<file path="src/rtl/event_packetizer_pkg.sv">
// event_packetizer_pkg: frame constants, FSM encoding and checksum helper
package event_packetizer_pkg;
    localparam logic [7:0] FRAME_SYNC = 8'hA5;
    localparam int EVT_W = 32;
    typedef enum logic [1:0] {IDLE = 2'd0, SYNC = 2'd1, DATA = 2'd2, CSUM = 2'd3} state_t;
    function automatic logic [7:0] xor_bytes(input logic [EVT_W-1:0] w);
        return w[31:24] ^ w[23:16] ^ w[15:8] ^ w[7:0];
    endfunction
endpackage

</file>
<file path="src/rtl/event_packetizer_if.sv">
// event_packetizer_if: event input, byte stream and overflow status bundle
interface event_packetizer_if import event_packetizer_pkg::*; #(
    parameter int FIFO_DEPTH = 16
);
    logic [EVT_W-1:0] evt_data;
    logic evt_valid;
    logic [7:0] tx_data;
    logic tx_valid;
    logic tx_ready;
    logic ovf_clr;
    logic overflow;
    logic [15:0] drop_count;
    logic [$clog2(FIFO_DEPTH):0] fifo_level;
    logic busy;
    modport master (
        output evt_data, evt_valid, tx_ready, ovf_clr,
        input tx_data, tx_valid, overflow, drop_count, fifo_level, busy
    );
    modport slave (
        input evt_data, evt_valid, tx_ready, ovf_clr,
        output tx_data, tx_valid, overflow, drop_count, fifo_level, busy
    );
endinterface

</file>
<file path="src/rtl/sync_fifo.sv">
// sync_fifo: first-word-fall-through synchronous FIFO, DEPTH a power of 2
module sync_fifo #(
    parameter int WIDTH = 32,
    parameter int DEPTH = 16
) (
    input  logic clk,
    input  logic rst,
    input  logic wr_en,
    input  logic [WIDTH-1:0] wr_data,
    input  logic rd_en,
    output logic [WIDTH-1:0] rd_data,
    output logic full,
    output logic empty,
    output logic [$clog2(DEPTH):0] level
);
    localparam int AW = $clog2(DEPTH);
    localparam logic [AW:0] FULL_LVL = (AW+1)'(DEPTH);
    logic [WIDTH-1:0] mem [DEPTH];
    logic [AW-1:0] wr_ptr, rd_ptr;
    logic do_wr, do_rd;
    assign full = level == FULL_LVL;
    assign empty = level == '0;
    assign do_wr = wr_en && !full;
    assign do_rd = rd_en && !empty;
    assign rd_data = mem[rd_ptr];
    always_ff @(posedge clk) begin
        if (rst) begin
            wr_ptr <= '0;
            rd_ptr <= '0;
            level <= '0;
        end else begin
            wr_ptr <= wr_ptr + AW'(do_wr);
            rd_ptr <= rd_ptr + AW'(do_rd);
            level <= level + (AW+1)'(do_wr) - (AW+1)'(do_rd);
        end
    end
    always_ff @(posedge clk) begin
        if (do_wr) mem[wr_ptr] <= wr_data;
    end
endmodule

</file>
<file path="src/rtl/event_packetizer.sv">
// event_packetizer: buffers event words and sends each as sync, 4 data bytes MSB-first, xor checksum
module event_packetizer import event_packetizer_pkg::*; #(
    parameter int FIFO_DEPTH = 16,
    parameter logic [7:0] SYNC_BYTE = FRAME_SYNC
) (
    input logic clk,
    input logic rst,
    event_packetizer_if.slave bus
);
    state_t state, state_n;
    logic [1:0] idx, idx_n;
    logic [EVT_W-1:0] shift_reg, shift_n, rd_data;
    logic [7:0] csum, csum_n, byte_n;
    logic full, empty, rd_en, drop, accept;
    assign accept = bus.tx_valid && bus.tx_ready;
    // a full FIFO drops the event even if a pop frees a slot this cycle
    assign drop = bus.evt_valid && full;
    sync_fifo #(.WIDTH(EVT_W), .DEPTH(FIFO_DEPTH)) u_fifo (
        .clk(clk),
        .rst(rst),
        .wr_en(bus.evt_valid && !full),
        .wr_data(bus.evt_data),
        .rd_en(rd_en),
        .rd_data(rd_data),
        .full(full),
        .empty(empty),
        .level(bus.fifo_level)
    );
    always_comb begin
        state_n = state;
        idx_n = idx;
        shift_n = shift_reg;
        csum_n = csum;
        rd_en = 1'b0;
        case (state)
            IDLE: if (!empty) begin
                rd_en = 1'b1;
                shift_n = rd_data;
                csum_n = xor_bytes(rd_data);
                state_n = SYNC;
            end
            SYNC: if (accept) begin
                state_n = DATA;
                idx_n = 2'd3;
            end
            DATA: if (accept) begin
                idx_n = idx - 2'd1;
                state_n = idx == 2'd0 ? CSUM : DATA;
            end
            default: if (accept) state_n = IDLE;
        endcase
        // outputs are registered, so the byte is chosen from the next state
        byte_n = state_n == SYNC ? SYNC_BYTE :
                 state_n == DATA ? shift_n[{idx_n, 3'b000} +: 8] :
                 state_n == CSUM ? csum_n : 8'h00;
    end
    always_ff @(posedge clk) begin
        if (rst) begin
            state <= IDLE;
            idx <= '0;
            shift_reg <= '0;
            csum <= '0;
            bus.tx_data <= '0;
            bus.tx_valid <= 1'b0;
            bus.busy <= 1'b0;
        end else begin
            state <= state_n;
            idx <= idx_n;
            shift_reg <= shift_n;
            csum <= csum_n;
            bus.tx_data <= byte_n;
            bus.tx_valid <= state_n != IDLE;
            bus.busy <= state_n != IDLE;
        end
    end
    always_ff @(posedge clk) begin
        if (rst) begin
            bus.overflow <= 1'b0;
            bus.drop_count <= '0;
        end else if (drop) begin
            bus.overflow <= 1'b1;
            bus.drop_count <= bus.ovf_clr ? 16'd1 : (&bus.drop_count ? bus.drop_count : bus.drop_count + 16'd1);
        end else if (bus.ovf_clr) begin
            bus.overflow <= 1'b0;
            bus.drop_count <= '0;
        end
    end
endmodule

</file>
<file path="src/flat_wrapper.sv">
// flat-port wrapper written by rule: the top's interface ports become plain ports
module event_packetizer_flat import event_packetizer_pkg::*;
#(
    parameter int FIFO_DEPTH = 16,
    parameter logic [7:0] SYNC_BYTE = FRAME_SYNC
)
  (clk, rst, bus_evt_data, bus_evt_valid, bus_tx_ready, bus_ovf_clr, bus_tx_data, bus_tx_valid, bus_overflow, bus_drop_count, bus_fifo_level, bus_busy);
  event_packetizer_if #(.FIFO_DEPTH(FIFO_DEPTH)) bus_i ();
  input logic clk;
  input logic rst;
  input wire logic [$bits(bus_i.evt_data)-1:0] bus_evt_data;
  input wire logic [$bits(bus_i.evt_valid)-1:0] bus_evt_valid;
  input wire logic [$bits(bus_i.tx_ready)-1:0] bus_tx_ready;
  input wire logic [$bits(bus_i.ovf_clr)-1:0] bus_ovf_clr;
  output wire logic [$bits(bus_i.tx_data)-1:0] bus_tx_data;
  output wire logic [$bits(bus_i.tx_valid)-1:0] bus_tx_valid;
  output wire logic [$bits(bus_i.overflow)-1:0] bus_overflow;
  output wire logic [$bits(bus_i.drop_count)-1:0] bus_drop_count;
  output wire logic [$bits(bus_i.fifo_level)-1:0] bus_fifo_level;
  output wire logic [$bits(bus_i.busy)-1:0] bus_busy;
  assign bus_i.evt_data = bus_evt_data;
  assign bus_i.evt_valid = bus_evt_valid;
  assign bus_i.tx_ready = bus_tx_ready;
  assign bus_i.ovf_clr = bus_ovf_clr;
  assign bus_tx_data = bus_i.tx_data;
  assign bus_tx_valid = bus_i.tx_valid;
  assign bus_overflow = bus_i.overflow;
  assign bus_drop_count = bus_i.drop_count;
  assign bus_fifo_level = bus_i.fifo_level;
  assign bus_busy = bus_i.busy;
  event_packetizer #(.FIFO_DEPTH(FIFO_DEPTH), .SYNC_BYTE(SYNC_BYTE)) u_core (.clk(clk), .rst(rst), .bus(bus_i));
endmodule
</file>
<file path="config.mk">
export PLATFORM = sky130hd
export DESIGN_NAME = event_packetizer_flat
export DESIGN_NICKNAME = d
export VERILOG_FILES = /design/src/rtl/event_packetizer_pkg.sv /design/src/rtl/event_packetizer_if.sv /design/src/rtl/sync_fifo.sv /design/src/rtl/event_packetizer.sv /design/src/flat_wrapper.sv
export SDC_FILE = /design/constraint.sdc
export NUM_CORES = 1
export LEC_CHECK = 0
export CORE_MARGIN = 2
export CORE_UTILIZATION = 55
export DETAILED_ROUTE_END_ITERATION = 10
export DONT_BUFFER_PORTS = 1
export GPL_ROUTABILITY_DRIVEN = 0
export PLACE_DENSITY_LB_ADDON = 0.25
export SLEW_MARGIN = 25
export SYNTH_ARGS = -nofsm -noshare
export SYNTH_HDL_FRONTEND = slang
export SYNTH_SLANG_ARGS = --single-unit
</file>
<file path="constraint.sdc">
create_clock -name clk -period 4.5 [get_ports clk]
set_input_delay 0.9 -clock clk [delete_from_list [all_inputs] [get_ports clk]]
set_output_delay 0.9 -clock clk [all_outputs]
set_load 0.005 [all_outputs]
</file>
==> flow_summary.html, run 1 <==
<table>
<tr><th>Metric</th><th>Value</th></tr>
<tr><th colspan="2">Run status</th></tr>
<tr><td>Status</td><td>finished clean</td></tr>
<tr><th colspan="2">Clock tree</th></tr>
<tr><td>Number of clock sinks</td><td>595</td></tr>
<tr><td>CTS Hold Buffers Added</td><td>0</td></tr>
<tr><td>Buffer depth of the longest clock path</td><td>3</td></tr>
<tr><td>Worst-path clk slew</td><td>60 ps</td></tr>
<tr><td>Depth of the CTS H-tree</td><td>2</td></tr>
<tr><td>Clock tree root driver cell</td><td>sky130_fd_sc_hd__clkbuf_16</td></tr>
<tr><td>TritonCTS Buffers</td><td>58</td></tr>
<tr><td>Post-cts repair resize count</td><td>0</td></tr>
<tr><td>Clock insertion delay at the later pin of the skew report</td><td>600 ps</td></tr>
<tr><td>Post-CTS repair timing setup buffer count</td><td>0</td></tr>
<tr><td>TritonCTS clock tree</td><td>built</td></tr>
<tr><th colspan="2">Global routing</th></tr>
<tr><td>Total global routing track utilization</td><td>22.94%</td></tr>
<tr><td>Maximum number of pins on one net before global-route repair</td><td>66</td></tr>
<tr><td>Remaining global-route overflow</td><td>0</td></tr>
<tr><td>Via count of the first global-routing pass</td><td>11971</td></tr>
<tr><td>Antenna violations before repair</td><td>0</td></tr>
<tr><td>Global-route wire length before repair</td><td>74.66 mm</td></tr>
<tr><th colspan="2">Synthesis</th></tr>
<tr><td>Area share of the largest cell type after synthesis</td><td>65.01%</td></tr>
<tr><td>Net count of the mapped netlist</td><td>1391</td></tr>
<tr><td>Ranking of synthesized cells by instance count</td><td>512 x sky130_fd_sc_hd__edfxtp_1, 115 x sky130_fd_sc_hd__mux4_2, 106 x sky130_fd_sc_hd__mux2i_1, 103 x sky130_fd_sc_hd__nor2_1, 83 x sky130_fd_sc_hd__dfxtp_1</td></tr>
<tr><td>Count of cell types in the netlist</td><td>53</td></tr>
<tr><td>Count of yosys warnings during synthesis</td><td>0</td></tr>
<tr><td>Count of flip-flops with a built-in enable after synthesis</td><td>512</td></tr>
<tr><td>Sequential element share of the synthesized area</td><td>72.03%</td></tr>
<tr><td>Synthesized flop and latch total</td><td>595</td></tr>
<tr><td>Cell with the most instances after synthesis</td><td>sky130_fd_sc_hd__edfxtp_1</td></tr>
<tr><td>Dominant synthesized flop cell</td><td>sky130_fd_sc_hd__edfxtp_1</td></tr>
<tr><td>Proportion of synthesized flip-flops having asynchronous set or reset</td><td>0%</td></tr>
<tr><td>Mean instance size in the synthesized netlist</td><td>17.69 um^2</td></tr>
<tr><td>Library cell with the largest summed area after synthesis</td><td>sky130_fd_sc_hd__edfxtp_1</td></tr>
<tr><td>Count of mapped cells out of synthesis</td><td>1337</td></tr>
<tr><td>Cell Area, Synth</td><td>23650 um^2</td></tr>
<tr><td>Largest cells by area after synthesis</td><td>sky130_fd_sc_hd__edfxtp_1 65%, sky130_fd_sc_hd__mux4_2 11%, sky130_fd_sc_hd__dfxtp_1 7.0%</td></tr>
<tr><th colspan="2">Floorplan</th></tr>
<tr><td>Number of cell rows</td><td>75</td></tr>
<tr><td>Count of pins on the block boundary</td><td>69</td></tr>
<tr><td>Die span in y</td><td>211.4 um</td></tr>
<tr><td>Core Box Area</td><td>42230 um^2</td></tr>
<tr><td>Die Width</td><td>211.4 um</td></tr>
<tr><td>Starting utilization of the core area</td><td>56.01%</td></tr>
<tr><td>Die area</td><td>44680 um^2</td></tr>
<tr><th colspan="2">Timing</th></tr>
<tr><td>Fin. Hold Viols</td><td>0</td></tr>
<tr><td>Final slew viol count</td><td>0</td></tr>
<tr><td>Final setup violation count</td><td>0</td></tr>
<tr><td>Least-Margin Pin Slew</td><td>880.4 ps</td></tr>
<tr><td>Fmax</td><td>323.3 MHz</td></tr>
<tr><td>Setup total negative slack</td><td>0 ps</td></tr>
<tr><td>Final cycle utilization of the critical path</td><td>68.73%</td></tr>
<tr><td>Slew HR</td><td>41.17%</td></tr>
<tr><td>Setup repair after global routing missed its margin</td><td>false</td></tr>
<tr><td>Worst Skew</td><td>13.22 ps</td></tr>
<tr><td>Final period demand of the worst path</td><td>3093 ps</td></tr>
<tr><th colspan="2">Pwr</th></tr>
<tr><td>Sequential share of power</td><td>44.0%</td></tr>
<tr><td>Clock group share of total power</td><td>30.5%</td></tr>
<tr><td>Cell internal pwr</td><td>10680 uW</td></tr>
<tr><td>Net switching power of the design</td><td>4377 uW</td></tr>
<tr><td>Maximum vdd ir drop</td><td>398.8 uV</td></tr>
<tr><td>Total chip power</td><td>15050 uW</td></tr>
<tr><td>Static leakage</td><td>0.008432 uW</td></tr>
<tr><td>Switching power share of the total</td><td>29.08%</td></tr>
<tr><td>Logic pwr share</td><td>25.5%</td></tr>
<tr><td>Ratio of total power to cell area</td><td>574.2 nW/um^2</td></tr>
<tr><th colspan="2">Critical path</th></tr>
<tr><td>Worst r2r src</td><td>u_core.u_fifo.rd_ptr[1]</td></tr>
<tr><td>Worst setup EP type</td><td>flop</td></tr>
<tr><td>Source of the critical timing path</td><td>u_core.u_fifo.rd_ptr[1]</td></tr>
<tr><td>Critical path type</td><td>reg2reg</td></tr>
<tr><td>Startpoint type of the worst setup path</td><td>flop</td></tr>
<tr><td>Maximum fanout along the worst path</td><td>39</td></tr>
<tr><td>Arrival time worst endpoint</td><td>3570 ps</td></tr>
<tr><td>CP required</td><td>4980 ps</td></tr>
<tr><th colspan="2">Detailed routing</th></tr>
<tr><td>Total vias in the final route</td><td>12019</td></tr>
<tr><td>Post-detailed-route wirelength per cell</td><td>25.50 um</td></tr>
<tr><td>Iteration-0 DRC Markers</td><td>1260</td></tr>
<tr><td>Number of routed nets with antenna violations</td><td>0</td></tr>
<tr><td>Final wirelength</td><td>49.89 mm</td></tr>
<tr><td>Detailed-route DRC error count</td><td>0</td></tr>
<tr><td>Pre-Repair DR Iteration Count</td><td>5</td></tr>
<tr><td>Vias per inst</td><td>6.145</td></tr>
<tr><th colspan="2">Final layout</th></tr>
<tr><td>Fill cell total of the finished layout</td><td>2977</td></tr>
<tr><td>Max reg flops</td><td>512</td></tr>
<tr><td>Nets@finish</td><td>1424</td></tr>
<tr><td>Area added between synthesis and finish</td><td>10.83%</td></tr>
<tr><td>Share of post-route cells with drive strength above 1</td><td>18.35%</td></tr>
<tr><td>Post-Layout Cell Count</td><td>1956</td></tr>
<tr><td>N_diodes</td><td>0</td></tr>
<tr><th colspan="2">Run</th></tr>
<tr><td>Number of max-capacitance violations reported</td><td>0</td></tr>
<tr><th colspan="2">Placement</th></tr>
<tr><td>Number of buffer cells added on primary ports</td><td>0</td></tr>
<tr><td>Placed wire-length estimate</td><td>29.30 mm</td></tr>
<tr><td>Number of cells in the design after placement</td><td>1849</td></tr>
<tr><th colspan="2">Min path</th></tr>
<tr><td>Hold Crit Class</td><td>in2reg</td></tr>
<tr><td>Min-delay src</td><td>rst</td></tr>
</table>
[critical path, cell delays in order (launching register included)]
cell and delay, ps:
sky130_fd_sc_hd__dfxtp_4 820, sky130_fd_sc_hd__buf_12 310, sky130_fd_sc_hd__mux4_2 320, sky130_fd_sc_hd__nor2_1 60, sky130_fd_sc_hd__a221oi_1 550, sky130_fd_sc_hd__xnor2_1 160
sky130_fd_sc_hd__mux2i_1 200, sky130_fd_sc_hd__xnor2_1 130, sky130_fd_sc_hd__o311ai_1 280, sky130_fd_sc_hd__a21oi_1 90
[area by class of cell]
| class | instances | area (um^2) | share of cell area, % |
|---|---|---|---|
| tap | 539 | 674.4 | 2.573 |
| timing repair buffer | 41 | 345.3 | 1.317 |
| multi-input combinational | 660 | 6306 | 24.06 |
| sequential | 595 | 17050 | 65.04 |
| clock buffer | 78 | 1558 | 5.943 |
| inverter | 14 | 52.55 | 0.2005 |
| clock inverter | 29 | 229.0 | 0.8735 |
[layer usage]
metal,up-vias,share of wire [%],track usage [%]
met3,77,7.0,4.450
met2,425,46,35.70
met5,-,0,0
li1,5317,-,-
met4,0,2.0,5.731
met1,6200,45,33.92
[per-stage QoR]
stage / worst slack, ps / area, um^2 / utilization [%] / hold slack [ps]
after floorplan: 472.1 / 23650 / - / 432.0
after global placement: 1474 / 24430 / 57.84 / 437.4
after detailed placement: 1466 / 24430 / 57.84 / 438.9
after CTS: 1468 / 26210 / 62.07 / 321.1
after global routing: 1285 / 26210 / 62.07 / 325.3
final: 1407 / 26210 / 62.07 / 352.5
[kinds of logic (layout without fill, tap and decap cells)]
group	count (synthesis)	after routing	share of synthesized area, %
AOI/OAI and AO/OA	111	111	3.089
xor gates and xnor gates	46	46	1.703
adders and majority gates	17	17	0.9311
buffers and inverters	82	162	1.804
DFF	595	595	72.03
muxes	221	221	15.44
and+or+nand+nor	265	265	5.004
[cells in the final DEF, fill, tap and decap left out, types with 3 or more instances in the layout]
master                      netlist  layout
sky130_fd_sc_hd__or2_2            4       4
sky130_fd_sc_hd__dfxtp_1         83      80
sky130_fd_sc_hd__nand4_1          9       9
sky130_fd_sc_hd__nand2_1         79      79
sky130_fd_sc_hd__clkinv_1         0      12
sky130_fd_sc_hd__a21o_1           3       3
sky130_fd_sc_hd__clkbuf_16        0      59
sky130_fd_sc_hd__a221oi_1        13      13
sky130_fd_sc_hd__or3_1            4       4
sky130_fd_sc_hd__buf_12           0       3
sky130_fd_sc_hd__buf_4           14      38
sky130_fd_sc_hd__edfxtp_1       512     512
sky130_fd_sc_hd__xor2_1          17      17
sky130_fd_sc_hd__a21oi_1         37      37
sky130_fd_sc_hd__clkinv_2         0       9
sky130_fd_sc_hd__bufinv_16        0       3
sky130_fd_sc_hd__clkbuf_1        26      18
sky130_fd_sc_hd__a22oi_1          8       8
sky130_fd_sc_hd__nor2_4           0      13
sky130_fd_sc_hd__inv_1           13      13
sky130_fd_sc_hd__nand2b_1         6       6
sky130_fd_sc_hd__dfxtp_4          0       3
sky130_fd_sc_hd__o21ai_0         19      19
sky130_fd_sc_hd__nor2_1         103      90
sky130_fd_sc_hd__mux2i_1        106     106
sky130_fd_sc_hd__nor3_1           9       5
sky130_fd_sc_hd__xnor2_1         29      29
sky130_fd_sc_hd__mux4_2         115     115
sky130_fd_sc_hd__nand3_1         20      20
sky130_fd_sc_hd__and2_1           4       4
sky130_fd_sc_hd__and3_1           5       5
sky130_fd_sc_hd__a211oi_1         6       6
sky130_fd_sc_hd__nor2b_1         13      13
sky130_fd_sc_hd__a31oi_1          3       3
sky130_fd_sc_hd__nor3_2           0       4
sky130_fd_sc_hd__o2bb2ai_1        4       4
sky130_fd_sc_hd__ha_1            16      16
sky130_fd_sc_hd__o221ai_1         5       5
[power by group through the flow]
stage	Clock, uW	Sequential [uW]	Combinational [uW]
2_1_floorplan	0	6570	3120
3_3_place_gp	0	6740	3810
3_5_place_dp	0	6750	3840
4_1_cts	4660	6630	3860
5_1_grt	4870	6670	4180
6_report	4590	6630	3840
[final timing paths]
path | end | slack, ps | depth (start not counted)
worst max-delay path | u_core.bus.tx_data[5] | 1410 | 9
worst min register to register | u_core.shift_reg[26] | 450 | 2
worst min-delay path | u_core.bus.overflow | 350 | 1
worst max register to register | u_core.bus.tx_data[5] | 1410 | 9
Note: power is estimated with default switching activity, not from simulation.
==> run 2: changes to the inputs <==
Clock period 4.5 ns to 2.9 ns, I/O delays scaled along.
==> flow_summary.html, run 2 (same netlist as run 1, synthesis figures left out) <==
<table>
<tr><th>Metric</th><th>Value</th></tr>
<tr><th colspan="2">Run status</th></tr>
<tr><td>Status</td><td>finished clean</td></tr>
<tr><th colspan="2">Pwr</th></tr>
<tr><td>Static leakage</td><td>0.008608 uW</td></tr>
<tr><td>Maximum vdd ir drop</td><td>726.8 uV</td></tr>
<tr><td>Ratio of total power to cell area</td><td>889.2 nW/um^2</td></tr>
<tr><td>Total chip power</td><td>23750 uW</td></tr>
<tr><th colspan="2">Clock tree</th></tr>
<tr><td>Clock tree root driver cell</td><td>sky130_fd_sc_hd__clkbuf_16</td></tr>
<tr><td>Depth of the CTS H-tree</td><td>2</td></tr>
<tr><td>TritonCTS Buffers</td><td>57</td></tr>
<tr><td>Worst-path clk slew</td><td>60 ps</td></tr>
<tr><td>TritonCTS clock tree</td><td>built</td></tr>
<tr><td>Number of clock sinks</td><td>595</td></tr>
<tr><td>Clock insertion delay at the later pin of the skew report</td><td>610 ps</td></tr>
<tr><td>Buffer depth of the longest clock path</td><td>3</td></tr>
<tr><th colspan="2">Critical path</th></tr>
<tr><td>Worst path most repeated cell</td><td>sky130_fd_sc_hd__xnor2_1</td></tr>
<tr><td>CP max stage delay</td><td>530 ps</td></tr>
<tr><td>Slowest-stage cell, CP</td><td>sky130_fd_sc_hd__mux4_2</td></tr>
<tr><td>Startpoint type of the worst setup path</td><td>flop</td></tr>
<tr><td>Critical path type</td><td>reg2reg</td></tr>
<tr><td>Critical path buffer and inverter count</td><td>1</td></tr>
<tr><td>CP top delay family</td><td>compound AO/OA/AOI/OAI gates</td></tr>
<tr><td>CP required</td><td>3370 ps</td></tr>
<tr><td>Maximum fanout along the worst path</td><td>26</td></tr>
<tr><td>Cell chain of the critical path</td><td>buf_12 -&gt; mux4_2 -&gt; a22oi_1 -&gt; nand3_1 -&gt; xnor2_1 -&gt; xnor2_1 -&gt; o311ai_1 -&gt; a21oi_1</td></tr>
<tr><td>Arrival time worst endpoint</td><td>3200 ps</td></tr>
<tr><td>Worst setup EP type</td><td>flop</td></tr>
<tr><th colspan="2">Detailed routing</th></tr>
<tr><td>Iteration-0 DRC Markers</td><td>1215</td></tr>
<tr><td>Post-detailed-route wirelength per cell</td><td>25.39 um</td></tr>
<tr><td>Total vias in the final route</td><td>12168</td></tr>
<tr><td>Detailed-route DRC error count</td><td>0</td></tr>
<tr><td>Vias per inst</td><td>6.142</td></tr>
<tr><td>Number of routed nets with antenna violations</td><td>0</td></tr>
<tr><td>Final wirelength</td><td>50.30 mm</td></tr>
<tr><td>Pre-Repair DR Iteration Count</td><td>5</td></tr>
<tr><th colspan="2">Final layout</th></tr>
<tr><td>Post-Route Utilization</td><td>63.25%</td></tr>
<tr><td>N_diodes</td><td>0</td></tr>
<tr><td>Max reg flops</td><td>512</td></tr>
<tr><td>Most frequent cells in the layout</td><td>512 x sky130_fd_sc_hd__edfxtp_1, 115 x sky130_fd_sc_hd__mux4_2, 106 x sky130_fd_sc_hd__mux2i_1, 90 x sky130_fd_sc_hd__nor2_1, 80 x sky130_fd_sc_hd__dfxtp_1</td></tr>
<tr><td>Area added between synthesis and finish</td><td>12.92%</td></tr>
<tr><td>Share of post-route cells with drive strength above 1</td><td>20.04%</td></tr>
<tr><td>Fill cell total of the finished layout</td><td>2936</td></tr>
<tr><td>Nets@finish</td><td>1447</td></tr>
<tr><td>Most common cell after layout, fill and taps aside</td><td>sky130_fd_sc_hd__edfxtp_1</td></tr>
<tr><th colspan="2">Timing</th></tr>
<tr><td>Fmax</td><td>367.1 MHz</td></tr>
<tr><td>Setup repair after global routing missed its margin</td><td>false</td></tr>
<tr><td>Least-Margin Pin Slew</td><td>719.8 ps</td></tr>
<tr><td>Fin. Hold Viols</td><td>0</td></tr>
<tr><td>Crit path setup slack, layout</td><td>176.0 ps</td></tr>
<tr><td>Final cycle utilization of the critical path</td><td>93.93%</td></tr>
<tr><td>Final slew viol count</td><td>0</td></tr>
<tr><td>Worst Skew</td><td>19.16 ps</td></tr>
<tr><td>Final setup violation count</td><td>0</td></tr>
<tr><td>Slew HR</td><td>52.02%</td></tr>
<tr><td>Setup total negative slack</td><td>0 ps</td></tr>
<tr><td>Final period demand of the worst path</td><td>2724 ps</td></tr>
<tr><th colspan="2">Global routing</th></tr>
<tr><td>Antenna violations before repair</td><td>0</td></tr>
<tr><td>Remaining global-route overflow</td><td>0</td></tr>
<tr><td>Total global routing track utilization</td><td>23.05%</td></tr>
<tr><td>Maximum number of pins on one net before global-route repair</td><td>66</td></tr>
<tr><td>Via count of the first global-routing pass</td><td>12064</td></tr>
<tr><td>Global-route wire length before repair</td><td>75.09 mm</td></tr>
<tr><th colspan="2">Floorplan</th></tr>
<tr><td>Number of cell rows</td><td>75</td></tr>
<tr><td>Count of pins on the block boundary</td><td>69</td></tr>
<tr><td>Die Width</td><td>211.4 um</td></tr>
<tr><td>Die area</td><td>44680 um^2</td></tr>
<tr><td>Die span in y</td><td>211.4 um</td></tr>
<tr><td>Core Box Area</td><td>42230 um^2</td></tr>
<tr><td>Starting utilization of the core area</td><td>56.01%</td></tr>
<tr><th colspan="2">Min path</th></tr>
<tr><td>Hold Crit Class</td><td>in2reg</td></tr>
<tr><th colspan="2">Run</th></tr>
<tr><td>Number of max-capacitance violations reported</td><td>0</td></tr>
<tr><th colspan="2">Placement</th></tr>
<tr><td>Placed wire-length estimate</td><td>28.37 mm</td></tr>
<tr><td>Worst setup slack after placement</td><td>217.3 ps</td></tr>
<tr><td>Number of buffer cells added on primary ports</td><td>0</td></tr>
</table>
[run 2: cell types whose count changed in the layout (fill, tap and decap cells not counted), sizes merged]
| cell | previous run | this run |
|---|---|---|
| inv | 16 | 15 |
| bufinv | 3 | 4 |
| buf | 41 | 65 |
| clkinv | 22 | 19 |
| clkbuf | 78 | 81 |
| clkinvlp | 2 | 3 |
[run 2: report_power, final]
part	leakage (uW)	internal, uW	switching, uW	total (uW)
Sequential	0.00531	9870	283	10200
Clock	0.000878	4100	3090	7200
Combinational	0.00242	2960	3440	6400
[run 2: area by class of cell]
| cell class | instances | area [um^2] | area share [%] |
|---|---|---|---|
| multi-input combinational | 660 | 6347 | 23.77 |
| sequential | 595 | 17050 | 63.83 |
| inverter | 14 | 52.55 | 0.1968 |
| timing repair buffer | 65 | 763.2 | 2.858 |
| clock inverter | 27 | 266.5 | 0.9978 |
| clock buffer | 81 | 1556 | 5.828 |
| tap | 539 | 674.4 | 2.525 |
[run 2: what timing repair did]
item,CTS,global route
endpoints found under the setup margin,0,1
setup buffers,0,0
gates resized for setup,0,3
hold buffers,0,0
hold endpoints to repair,0,0
[run 2: metrics by stage]
stage	cells	cell area [um^2]	hold slack, ps
floorplan	1337	23690	432.0
finish	1981	26710	53.08
global route	1981	26710	20.50
CTS	1981	26690	21.55
global placement	1873	24870	430.9
detailed placement	1873	24870	444.3
[run 2: path summary, 6_finish.rpt]
| kind | from | end | slack [ps] | depth (start not counted) |
|---|---|---|---|---|
| worst max-delay path | u_core.u_fifo.rd_ptr[0] | u_core.bus.tx_data[5] | 180 | 8 |
| worst min-delay path | rst | u_core.bus.overflow | 50 | 1 |
| worst min register to register | u_core.csum[2] | u_core.csum[2] | 470 | 2 |
| worst max register to register | u_core.u_fifo.rd_ptr[0] | u_core.bus.tx_data[5] | 180 | 8 |
[run 2: layer usage]
metal	wire length, um	track usage, %	vias up
li1	-	-	5374
met3	3535	4.510	80
met1	22040	33.88	6286
met2	23520	35.70	428
met5	0	0	-
met4	1206	6.532	0
[run 2: worst register-to-register path: cells and delay by family, from the launching register on]
kind                   cells  cell delay, ps
AO/OA/AOI/OAI              3             610
multiplexers               1             560
XOR/XNOR                   2             530
flip-flops                 1             450
buffers and inverters      1             250
AND/OR/NAND/NOR            1             200
